### src/rtl/audio_tone_gen.sv
// Square-wave tone generator with iterative half-period divider.
// Optional mute input enabled by macro AUDIO_TONE_GEN_MUTE_EN.
module audio_tone_gen #(
    parameter int unsigned CLK_HZ = 50_000_000,
    parameter int unsigned FREQ_W = 24
) (
    input  logic              i_clk,
    input  logic              i_rst_n,
    input  logic [FREQ_W-1:0] i_freq,
`ifdef AUDIO_TONE_GEN_MUTE_EN
    input  logic              i_mute,
`endif
    output logic              o_pulse,
    output logic              o_tick,
    output logic              o_busy
);
    localparam int unsigned DW = FREQ_W + 1;

    typedef enum logic {
        S_IDLE,
        S_DIV
    } state_t;

    state_t            state_q, state_d;
    logic [FREQ_W-1:0] afreq_q, afreq_d;
    logic [DW-1:0]     dvs_q, dvs_d;
    logic [DW-1:0]     rem_q, rem_d;
    logic [31:0]       dvd_q, dvd_d;
    logic [4:0]        bit_q, bit_d;

    logic [DW:0]       shifted;
    logic [DW-1:0]     diff;
    logic              ge;
    logic [31:0]       quo_raw;
    logic [31:0]       result;
    logic              done;
    logic              silence;
    logic              mute;

    logic [31:0]       hp_q, hp_d;
    logic [31:0]       cnt_q, cnt_d;
    logic [31:0]       pend_q, pend_d;
    logic              pend_v_q, pend_v_d;
    logic              pulse_d, tick_d;
    logic              have_new;
    logic [31:0]       new_val;

`ifdef AUDIO_TONE_GEN_MUTE_EN
    assign mute = i_mute;
`else
    assign mute = 1'b0;
`endif

    // One restoring step; the dividend register doubles as quotient.
    assign shifted = {rem_q, dvd_q[31]};
    assign ge      = shifted >= {1'b0, dvs_q};
    assign diff    = shifted[DW-1:0] - dvs_q;
    assign quo_raw = {dvd_q[30:0], ge};
    assign result  = (quo_raw == 32'd0) ? 32'd1 : quo_raw;
    assign o_busy  = (state_q == S_DIV);

    // Divider state register and frequency tracking.
    always_ff @(posedge i_clk or negedge i_rst_n) begin
        if (!i_rst_n) begin
            state_q <= S_IDLE;
            afreq_q <= '0;
            dvs_q   <= '0;
            rem_q   <= '0;
            dvd_q   <= '0;
            bit_q   <= '0;
        end else begin
            state_q <= state_d;
            afreq_q <= afreq_d;
            dvs_q   <= dvs_d;
            rem_q   <= rem_d;
            dvd_q   <= dvd_d;
            bit_q   <= bit_d;
        end
    end

    // Start a division on a changed request, or go silent on zero.
    always_comb begin
        state_d = state_q;
        afreq_d = afreq_q;
        dvs_d   = dvs_q;
        rem_d   = rem_q;
        dvd_d   = dvd_q;
        bit_d   = bit_q;
        done    = 1'b0;
        silence = 1'b0;
        unique case (state_q)
            S_IDLE: begin
                if (i_freq == '0) begin
                    silence = 1'b1;
                    afreq_d = '0;
                end else if (i_freq != afreq_q) begin
                    afreq_d = i_freq;
                    dvs_d   = {i_freq, 1'b0};
                    rem_d   = '0;
                    dvd_d   = 32'(CLK_HZ);
                    bit_d   = '0;
                    state_d = S_DIV;
                end
            end
            S_DIV: begin
                rem_d = ge ? diff : shifted[DW-1:0];
                dvd_d = quo_raw;
                bit_d = bit_q + 5'd1;
                if (bit_q == 5'd31) begin
                    done    = 1'b1;
                    state_d = S_IDLE;
                end
            end
        endcase
    end

    // Tone phase registers.
    always_ff @(posedge i_clk or negedge i_rst_n) begin
        if (!i_rst_n) begin
            hp_q     <= '0;
            cnt_q    <= '0;
            pend_q   <= '0;
            pend_v_q <= 1'b0;
            o_pulse  <= 1'b0;
            o_tick   <= 1'b0;
        end else begin
            hp_q     <= hp_d;
            cnt_q    <= cnt_d;
            pend_q   <= pend_d;
            pend_v_q <= pend_v_d;
            o_pulse  <= pulse_d;
            o_tick   <= tick_d;
        end
    end

    // New half periods land only when idle/muted or on a toggle.
    always_comb begin
        hp_d     = hp_q;
        cnt_d    = cnt_q;
        pend_d   = pend_q;
        pend_v_d = pend_v_q;
        pulse_d  = o_pulse;
        tick_d   = 1'b0;
        have_new = done | pend_v_q;
        new_val  = done ? result : pend_q;
        if (silence) begin
            hp_d     = '0;
            cnt_d    = '0;
            pulse_d  = 1'b0;
            pend_v_d = 1'b0;
        end else if (mute || hp_q == 32'd0) begin
            cnt_d   = '0;
            pulse_d = 1'b0;
            if (have_new) begin
                hp_d     = new_val;
                pend_v_d = 1'b0;
            end
        end else if (cnt_q == hp_q - 32'd1) begin
            pulse_d = ~o_pulse;
            tick_d  = ~o_pulse;
            cnt_d   = '0;
            if (have_new) begin
                hp_d     = new_val;
                pend_v_d = 1'b0;
            end
        end else begin
            cnt_d = cnt_q + 32'd1;
            if (done) begin
                pend_d   = result;
                pend_v_d = 1'b1;
            end
        end
    end
endmodule

### config.mk
export PLATFORM = sky130hd
export DESIGN_NAME = audio_tone_gen
export DESIGN_NICKNAME = d
export VERILOG_FILES = /design/src/rtl/audio_tone_gen.sv
export SDC_FILE = /design/constraint.sdc
export NUM_CORES = 1
export LEC_CHECK = 0
export BUFFER_PORTS_ARGS = -buffer_cell sky130_fd_sc_hd__clkbuf_2
export CAP_MARGIN = 20
export CORE_MARGIN = 2
export CORE_UTILIZATION = 38
export CTS_CLUSTER_DIAMETER = 50
export DETAILED_ROUTE_END_ITERATION = 8
export PLACE_DENSITY = 0.5
export SLEW_MARGIN = 20
export SYNTH_ARGS = -nofsm -noshare
export SYNTH_HDL_FRONTEND = slang
export SYNTH_SLANG_ARGS = --single-unit
### constraint.sdc
create_clock -name i_clk -period 4.65 [get_ports i_clk]
set_input_delay 0.2325 -clock i_clk [delete_from_list [all_inputs] [get_ports i_clk]]
set_output_delay 0.2325 -clock i_clk [all_outputs]
set_load 0.02 [all_outputs]
* Yosys cells after proc, flatten, opt, wreduce, memory -nomap -nowiden *
Index checks and enable logic that the tools add are counted.

word-level totals
  word-level logic and storage cells = 79
  bits of input ports = 26
  bits in registers = 210

operators by class
  equality and inequality tests = 5
  add/subtract/negate cells = 4
  multiplexer cells = 40
  reduce and logical (&&, ||, !) cells = 10
  $lt $le $gt $ge = 1
  bitwise operators = 7

operators by type and width
  cell                   count
  $mux 32                11
  $mux 25                3
  $logic_not 32->1       2
  $pmux 32 s2            1
  $pmux 25 s2            1
  $mux 24                2
  $add 32x1->32 const B  1
  $eq 32x32->1           1
  $sub 32x1->32 const B  1
  $ge 26x25->1           1
  $sub 25x25->25         1
  $logic_not 24->1       1
  $ne 24x24->1           1
  $mux 1                 18
  $mux 5                 2
  $pmux 5 s2             1
  $not 1->1              6
  $reduce_and 3->1       2
  $add 5x1->5 const B    1
  $eq 5x5->1 const B     1
  $ne 2x2->1 const B     2
  $reduce_and 2->1       2
  $reduce_bool 4->1      1
  $reduce_bool 3->1      1
  other kinds (3)        3

* Longest topological paths before layout *
  word-level depth = 8
  gate-level depth with buffers = 13
  depth with buffers taken out = 12

* Worst setup path before layout *
Ideal clock, no wire load.

  path type = register to register
  start point = register hp_q[0]
  end point = register pend_q[10]
  path buffers = 1
  cell stages (with the launch flop) = 12
  required time = 4525 ps
  arrival = 3096 ps
  slack = 1429 ps
  path through = dfrtp_1 -> inv_1 -> ha_1 -> or3b_2 -> or4_1 -> nor4b_1 -> or4_1 -> o2111ai_1 -> and4bb_4 -> nor3b_4 -> buf_6 -> mux2_4

between the ends
  cells in the longest elaborated chain, start to end = 4

ends and longest elaborated chain
  element                       line  source
  from (decl)                   40    logic [31:0] hp_q, hp_d;
  from (signal assigned)        127   hp_q <= hp_d;
  $sub 32x1->32                 158   end else if (cnt_q == hp_q - 32'd1) begin
  $eq 32x32->1                  158
  $not 1->1 (no line)           --
  $reduce_and 3->1 (no line) *  --
  to (signal assigned)          129   pend_q <= pend_d;
  to (decl)                     42    logic [31:0] pend_q, pend_d;

Every way passes the cells marked *; elsewhere a longest branch is shown, timed or not.
A chain may end at the register's enable or synchronous reset.

* Worst setup path after layout *
  start point = register hp_q[0]
  end point = register pend_q[28]

The elaborated chain is that of the path after synthesis.

==> run metrics <==
# clock sinks 210; RSZ-0062 raised after global routing false; crit path time final 3.93 ns; Seq cells post-synth 210; arrival time worst endpoint 4.37 ns; DR vias slightly above 9000; Post-synth EDFFs 0; clock tree buffer depth 3; I/O pin count 29; maxcap violations 0; NetSw around 0.0022 W; overall power approximately 0.0067 W; nets 1316; Worst-path clk slew about 0.06 ns; setup slack, reg-to-reg 0.72 ns; CP Capture Type register; Slew Viols, Final 0; HP Start i_freq[19]; synth unique cells 73; DRT Wirelength 31800 um; synth warn 0; Die ar. 33300 sq um; Fin. Hold Viols 0; GRT Overall Usage 19.6%; register area share after synthesis 43.4%; syn_nets roughly 1300; period utilisation layout 84.5%; pwr dens 484 nW/um^2; layout cells sized above 1 14.2%; # resized after CTS 0; Cell Rows 65; CTS tree yes; startpoint types register; hold_buf cts 23; worst-skew pair later-pin latency 0.56 ns; met3 Use GR under 10%; met1 Usage GRT 26.4%; cell leakage power 5.94 nW; most common cell after layout, fill and taps aside dfrtp_1; DRC viols 0; DR iter-0 viols 738; DPL Wire Length 21800 um; first drt pass iteration count 5; largest net degree at the start of global routing 97; Hold Path Class input port to register; Port Buffers 28; status finished clean; fmax 0.255 GHz; Layout area overhead 15.0%; n_diodes 0; Cell Area, Synth 12100 sq um; clock power share between 30% and 40%; vias in the first global route 9108; met2 usage 33.9%; first-pass GRT wire length 52300 um; gr ovfl total 0; Num CTS Buffers 30; required time at the worst-slack endpoint 5.09 ns; GPL Wtd Cong 0.908; asr flop ratio synth 100%; Worst Skew ~0.015 ns; Top Usage Layer GRT met2; chip height 182 um; initial antenna violation count 0; final antenna-violating net count 0; reg2reg start hp_q[0]; Slew HR between 40% and 50%; core area roughly 31000 sq um; Setup Fix Bufs, Post-CTS 0; Initial Util 38.4%; post-route setup TNS 0 ns; commonest non-fill, non-tap cells in the layout dfrtp_1 (209), nand2_1 (143), nor2_1 (83), o21ai_0 (81), xnor2_1 (70); final setup fails 0; maximum vdd drop 0.314 mV; Crit Path Category register to register; crit path launch hp_q[0]; Worst Max-Slew Pin Slew 0.757 ns; Fillers 3010; Power Internal 0.00454 W; syn_area_per_cell about 9.9 sq um; Die X 182 um; Max H-tree Level 1; Via density 5.46; Synth Instances 1226; critical path fanouts, max 32; sw frac 32.7%; Main synth FF type dfrtp_1; Combinational Power Share 29.5%; root buffer cell clkbuf_16; Avg WL per Cell 18.9 um; sequential power share 35.5%
[flip-flops by register name (all words and copies together), names as in the netlist, 5 cells and up]
name and cells:
afreq_q 24, bit_q 5, dvs_q 24, hp_q 32
dvd_q 32, pend_q 32, rem_q 25, cnt_q 32
[worst paths after layout]
kind	cells past startpoint	end
max in group asynchronous	3	o_busy
worst max register to register	12	pend_q[28]
worst max-delay path	12	pend_q[28]
worst min register to register	1	pend_q[28]
worst min-delay path	3	dvs_q[20]
min in group asynchronous	2	cnt_q[20]
[through the flow]
step	hold WS [ns]	worst slack, ns	cell area [sq um]	std cells	utilization, %
finish	0.0182	0.721	13900	1686	44.2
global route	0.0197	0.394	13900	1686	44.2
CTS	0.00661	0.738	13900	1686	44.2
detailed placement	0.282	0.767	12600	1608	40.1
global placement	0.275	0.691	12600	1608	40.1
floorplan	-0.0631	1.43	12100	1226	-
[cells in the mapped netlist (all sizes together) (27+ instances only)]
cell type / number / area share (%)
o21ai: 83 / 3.4
nand2b: 36 / 1.9
nand3: 38 / 1.6
a21oi: 33 / 1.4
ha: 28 / 2.9
clkbuf: 52 / 1.6
a22oi: 31 / 1.9
mux2: 32 / 3.9
inv: 40 / 1.2
nand2: 144 / 4.5
xnor2: 70 / 5.1
nor2: 85 / 2.6
a2bb2oi: 44 / 4.7
dfrtp: 210 / 43
nor4: 27 / 1.9
xor2: 50 / 3.6
[layout make-up]
type	count	area, sq um	area share (%)
Inverter	41	154	1.11
Clock buffer	40	860	6.18
Timing Repair Buffer	72	588	4.23
Sequential cell	210	5260	37.8
Clock inverter	15	191	1.38
Multi-Input combinational cell	906	6360	45.7
Tap cell	402	503	3.61
[layer usage]
metal | up-vias | routed length [um]
met4 | 0 | 534
met5 | - | 0
met2 | 134 | 15500
met1 | 4568 | 14900
met3 | 46 | 960
li1 | 4461 | -
[worst max-delay path, stage by stage (launching register included)]
cell and delay, ns:
dfrtp_1 0.43, inv_1 0.10, ha_1 0.24, nor3b_2 0.47, nand4_1 0.35, o21ai_0 0.25, a21oi_1 0.09, or4_1 0.57
o2111ai_1 0.13, and4bb_4 0.26, nor3b_4 0.21, buf_12 0.29, mux2_2 0.37
[power by group through the flow]
| stage | sequential [W] | combinational [W] | clock (W) |
|---|---|---|---|
| floorplan | 0.00233 | 0.00156 | 0 |
| global placement | 0.00241 | 0.00197 | 0 |
| detailed placement | 0.00241 | 0.00199 | 0 |
| CTS | 0.00239 | 0.00201 | 0.00242 |
| global route | 0.00243 | 0.00226 | 0.00251 |
| finish | 0.00239 | 0.00199 | 0.00236 |
[cells by family (layout without fill, tap and decap cells)]
group                      count (synthesis)  in the layout  share of synthesized area (%)
and+or+nand+nor                          429            429                           18.2
AOI/OAI and AO/OA                        284            284                           17.6
DFF                                      210            210                           43.4
xor gates and xnor gates                 120            120                           8.69
buffers and inverters                    110            168                           4.13
muxes                                     44             44                           4.87
adders and majority gates                 29             29                           3.06
(Power assumes the default switching activity.)
